--- src/rtl/divisor_sequencial.sv ---
// Sequential unsigned restoring divider: one quotient bit per clock, MSB first,
// with a Start/Done handshake and a one-cycle divide-by-zero path.
module divisor_sequencial #(
   parameter int LARGURA = 16
) (
   input  logic               Clock_i,
   input  logic               Reset_i,
   input  logic               Start_i,
   input  logic [LARGURA-1:0] Dividendo_i,
   input  logic [LARGURA-1:0] Divisor_i,
   output logic [LARGURA-1:0] Quociente_o,
   output logic [LARGURA-1:0] Resto_o,
   output logic               Busy_o,
   output logic               Done_o,
   output logic               DivZero_o
);

   localparam int CW = $clog2(LARGURA) + 1;

   typedef enum logic [1:0] {
      IDLE,
      CALC,
      FIM
   } state_t;

   state_t             state_q, state_d;
   logic [LARGURA-1:0] dvd_q, dvd_d;
   logic [LARGURA-1:0] dvs_q, dvs_d;
   logic [LARGURA-1:0] acc_q, acc_d;
   logic [CW-1:0]      cnt_q, cnt_d;
   logic [LARGURA-1:0] quo_q, quo_d;
   logic [LARGURA-1:0] rem_q, rem_d;
   logic               divz_q, divz_d;
   logic               busy_q, busy_d;
   logic               done_q, done_d;

   logic [LARGURA-1:0] acc_sh;
   logic [LARGURA:0]   trial;
   logic               q_bit;

   always_ff @(posedge Clock_i) begin
      if (Reset_i) begin
         state_q <= IDLE;
         dvd_q   <= '0;
         dvs_q   <= '0;
         acc_q   <= '0;
         cnt_q   <= '0;
         quo_q   <= '0;
         rem_q   <= '0;
         divz_q  <= 1'b0;
         busy_q  <= 1'b0;
         done_q  <= 1'b0;
      end else begin
         state_q <= state_d;
         dvd_q   <= dvd_d;
         dvs_q   <= dvs_d;
         acc_q   <= acc_d;
         cnt_q   <= cnt_d;
         quo_q   <= quo_d;
         rem_q   <= rem_d;
         divz_q  <= divz_d;
         busy_q  <= busy_d;
         done_q  <= done_d;
      end
   end

   always_comb begin
      state_d = state_q;
      dvd_d   = dvd_q;
      dvs_d   = dvs_q;
      acc_d   = acc_q;
      cnt_d   = cnt_q;
      quo_d   = quo_q;
      rem_d   = rem_q;
      divz_d  = divz_q;

      // The partial remainder never exceeds LARGURA-1 bits before the shift,
      // so the shifted value always fits in LARGURA bits.
      acc_sh = {acc_q[LARGURA-2:0], dvd_q[LARGURA-1]};
      trial  = {1'b0, acc_sh} - {1'b0, dvs_q};
      q_bit  = ~trial[LARGURA];

      case (state_q)
         IDLE: begin
            if (Start_i) begin
               if (Divisor_i != '0) begin
                  dvd_d   = Dividendo_i;
                  dvs_d   = Divisor_i;
                  acc_d   = '0;
                  cnt_d   = '0;
                  state_d = CALC;
               end else begin
                  quo_d   = '1;
                  rem_d   = Dividendo_i;
                  divz_d  = 1'b1;
                  state_d = FIM;
               end
            end
         end
         CALC: begin
            acc_d = q_bit ? trial[LARGURA-1:0] : acc_sh;
            dvd_d = {dvd_q[LARGURA-2:0], q_bit};
            cnt_d = cnt_q + CW'(1);
            if (cnt_q == CW'(LARGURA - 1)) begin
               quo_d   = dvd_d;
               rem_d   = acc_d;
               divz_d  = 1'b0;
               state_d = FIM;
            end
         end
         FIM: begin
            state_d = IDLE;
         end
         default: begin
            state_d = IDLE;
         end
      endcase

      busy_d = (state_d != IDLE);
      done_d = (state_d == FIM);
   end

   assign Quociente_o = quo_q;
   assign Resto_o     = rem_q;
   assign Busy_o      = busy_q;
   assign Done_o      = done_q;
   assign DivZero_o   = divz_q;

endmodule

--- config.mk ---
export PLATFORM = sky130hd
export DESIGN_NAME = divisor_sequencial
export DESIGN_NICKNAME = d
export VERILOG_FILES = /design/src/rtl/divisor_sequencial.sv
export SDC_FILE = /design/constraint.sdc
export NUM_CORES = 1
export LEC_CHECK = 0
export BUFFER_PORTS_ARGS = -buffer_cell sky130_fd_sc_hd__clkbuf_2
export CORE_ASPECT_RATIO = 1.2
export CORE_UTILIZATION = 38
export CTS_CLUSTER_DIAMETER = 60
export CTS_CLUSTER_SIZE = 8
export DETAILED_ROUTE_END_ITERATION = 10
export GPL_TIMING_DRIVEN = 0
export PLACE_DENSITY_LB_ADDON = 0.05
export SYNTH_ARGS = -nofsm -noshare
export SYNTH_HDL_FRONTEND = slang
export SYNTH_SLANG_ARGS = --single-unit
--- constraint.sdc ---
create_clock -name Clock_i -period 4.6 [get_ports Clock_i]
set_clock_uncertainty 0.2 [all_clocks]
set_input_delay 0.46 -clock Clock_i [delete_from_list [all_inputs] [get_ports Clock_i]]
set_output_delay 0.46 -clock Clock_i [all_outputs]
set_load 0.02 [all_outputs]
==> summary.md <==
| Metric | Value |
|---|---|
| Run status | `complete, no violations` |
| Commonest non-fill, non-tap cells in the layout | `89 x dfxtp_1, 73 x nor2_1, 68 x clkbuf_2` |
| Async SR Flop Fraction | `0%` |
| Largest stage delay on the critical path | `0.43 ns` |
| Share of layout cells above drive strength 1 | `16.8%` |
| Hold_buf cts | `0` |
| Relative slew slack | `50.4%` |
| First-pass DRT Iterations | `4` |
| Number of DRC markers in iteration 0 | `138` |
| GRT Util Overall | `23.1%` |
| Yosys reg bits | `89` |
| Utilization after layout | `46.5%` |
| Post-Syn Nets | `619` |
| Final GP Congestion | `0.861` |
| Layout area overhead | `18.1%` |
| Core region area | `0.0117 sq mm` |
| Max Freq | `305 MHz` |
| Pwr Density | `405 mW/mm^2` |
| Data required, critical path | `4.60 ns` |
| Clock Tree Buf Depth | `2` |
| Commonest non-fill, non-tap cell in the layout | `dfxtp_1` |
| DRC Markers | `0` |
| FF-to-FF Start | `dvd_q[15]$_SDFFE_PP0P_` |
| Critical Path Start | `dvd_q[15]$_SDFFE_PP0P_` |
| Dpl cell area | `0.00514 sq mm` |
| Post-synthesis cell type count | `58` |
| Post-Layout Cell Count | `806` |
| Post-synth EDFFs | `0` |
| Clock sink count | `89` |
| Global-route wire length before repair | `21600 microns` |
| Largest net degree at the start of global routing | `16` |
| Critical Path AT | `3.28 ns` |
| CTS tree | `done` |
| Critical path class | `reg -> reg` |
| Syn_area_per_cell | `8.14 sq um` |
| Io pins | `70` |
| Worst setup path end | `Resto_o[3]$_SDFFE_PP0P_` |
| Minimum clock period | `3.28 ns` |
| Most used DFF post-synth | `dfxtp_1` |
| Dpl cells | `790` |
| Via count | `4280` |
| Initial Util | `39.4%` |
| Worst Hold Class | `in -> reg` |
| Worst-margin pin slew | `0.742 ns` |
| DP HPWL | `10900 microns` |
| GRT Residual Overflow | `0` |
| Drt total wl | `13700 microns` |
| Vias in the first global route | `4201` |
| RR Endpoint | `Resto_o[3]$_SDFFE_PP0P_` |
| Tcrit/Tclk final | `71.3%` |
| Synth Cell Area | `0.00460 sq mm` |
| Worst setup SP type | `register` |
| Levels on crit path | `11` |
| Die Wd | `102 microns` |
| P_leak | `2.18 nW` |
| R2R cell count | `11` |
| Peak VDD IR | `170 uV` |
| DIE AREA | `0.0126 sq mm` |
| Postcts setup bufs | `0` |
| Vias/cell | `5.31` |
| Post-Route Setup TNS | `0 ns` |
| Sequential-to-total area share from yosys stat | `38.7%` |
| Nets | `698` |
| Setup slack, reg-to-reg | `1.32 ns` |
| ANT nets after route | `0` |
| Critical-path maximum fanout | `8` |
| H-Tree Depth | `3` |
| # fillers | `1233` |
| Setup-failing EPs final | `0` |
| FP Rows | `43` |
| RSZ-0062 raised after global routing | `no` |
| Initial antenna violation count | `0` |
| Gate count of the mapped netlist | `565` |
| I/O Buffers | `68` |
| Ant diodes | `0` |
| Family with the most delay on the worst path | `compound AO/OA/AOI/OAI gates` |
| Chip height | `123 microns` |
| Hold Fails Final Rpt | `0` |
| Clock transition at path regs | `0.07 ns` |
| Root Driver | `clkbuf_16` |
| Max Transition Viols Final | `0` |
| Total CTS buffers | `9` |
| CP bufs+invs | `2` |
| Worst hold path startpoint | `Divisor_i[0]` |
| Worst setup EP type | `register` |
| Synth warn | `0` |
| PostCTS Resize Cnt | `0` |
| Worst hold slack | `0.149 ns` |
| Final Cell Area | `0.00543 sq mm` |
| Worst path cell trace | `inv_1 -> ha_1 -> fa_1 -> nand2b_1 -> a211oi_2 -> o2111a_2 -> o31a_1 -> buf_4 -> mux2_1 -> nand2_1 -> a311oi_2` |
| Slowest stage cell, crit path | `dfxtp_1` |
| Routed len/inst | `17.0 microns` |
| Max-Cap Viols | `0` |
| Clk_lat worst skew | `0.34 ns` |
-- worst register-to-register path: cells and delay by family (launching register included) --
kind / cells / cell delay (ns)
compound gates: 4 / 0.94
fa+ha+maj: 2 / 0.63
flops: 1 / 0.43
mux: 1 / 0.34
simple gates: 2 / 0.32
buf+inv: 2 / 0.26
-- synth_stat cells, drive strengths merged, types with 3 or more instances --
cell | instances | area share [%]
and3 | 4 | 0.54
ha | 18 | 4.9
nor2 | 74 | 6.1
mux2 | 4 | 0.98
a21o | 4 | 0.65
a311oi | 11 | 2.6
inv | 18 | 1.5
dfxtp | 89 | 39
buf | 11 | 1.4
and2 | 4 | 0.54
xor2 | 5 | 0.95
o21a | 5 | 0.82
nand2 | 58 | 4.7
or2 | 3 | 0.46
a211oi | 22 | 3.8
a31oi | 9 | 1.2
nor4 | 5 | 0.68
nor3 | 43 | 4.7
or3 | 3 | 0.41
o211ai | 4 | 0.65
nand3 | 5 | 0.54
a21oi | 46 | 5.2
o31ai | 6 | 1.3
clkbuf | 26 | 2.1
xnor2 | 4 | 0.76
o21ai | 32 | 3.6
nand2b | 7 | 0.95
o21bai | 4 | 0.65
mux2i | 18 | 3.9
-- sequential cells by signal, indices dropped and copies added (netlist names) --
| register | cells |
|---|---|
| Busy_o | 1 |
| Quociente_o | 16 |
| DivZero_o | 1 |
| Done_o | 1 |
| acc_q | 15 |
| cnt_q | 5 |
| dvs_q | 16 |
| Resto_o | 16 |
| state_q | 2 |
| dvd_q | 16 |
-- power breakdown --
group	switching (mW)	total [mW]	internal, mW
clock network	0.321	0.745	0.423
logic	0.371	0.616	0.245
registers	0.0323	0.841	0.809
total	0.724	2.20	1.48
-- final cells by class --
class | count | area (sq um) | area share (%)
Clock buffer | 10 | 229 | 4.21
Inverter | 18 | 67.6 | 1.24
Buffer | 37 | 164 | 3.02
Multi-Input combinational cell | 421 | 2590 | 47.6
Tap cell | 157 | 196 | 3.62
Clock inverter | 6 | 67.6 | 1.24
Sequential cell | 89 | 1780 | 32.8
Timing Repair Buffer | 68 | 340 | 6.26
-- layer usage --
metal | vias to the layer above | global-route usage, % | wire length (microns)
li1 | 2187 | - | -
met5 | - | 0 | 0
met3 | 13 | 3.93 | 501
met2 | 93 | 40.8 | 6910
met4 | 0 | 8.93 | 233
met1 | 1987 | 27.6 | 6040
-- cells by family (layout without fill, tap and decap cells) --
family	after synthesis	count (layout)	synth area share, %
AND/OR/NAND/NOR	217	217	21.4
adder cells (fa/ha/maj)	19	19	5.33
buffers and inverters	55	139	5.03
XOR/XNOR	9	9	1.71
multiplexers	22	22	4.90
AO/OA/AOI/OAI	154	154	22.9
flip-flops	89	89	38.7
-- how the worst min path moves through the flow --
stage,end,slack (ns),cells past startpoint
floorplan,acc_q[14]$_SDFFE_PP0P_,0.24,2
global placement,dvs_q[12]$_SDFFE_PP0P_,0.27,2
detailed placement,dvs_q[13]$_SDFFE_PP0P_,0.27,2
CTS,dvs_q[0]$_SDFFE_PP0P_,0.14,3
global route,dvs_q[9]$_SDFFE_PP0P_,0.15,3
finish,dvs_q[0]$_SDFFE_PP0P_,0.15,3
-- through the flow --
step	power [mW]	setup slack (ns)
after global routing	2.33	1.17
after CTS	2.22	1.30
after global placement	1.47	1.34
final	2.20	1.32
after detailed placement	1.47	1.35
after floorplan	1.31	1.84
(Power assumes the default switching activity.)
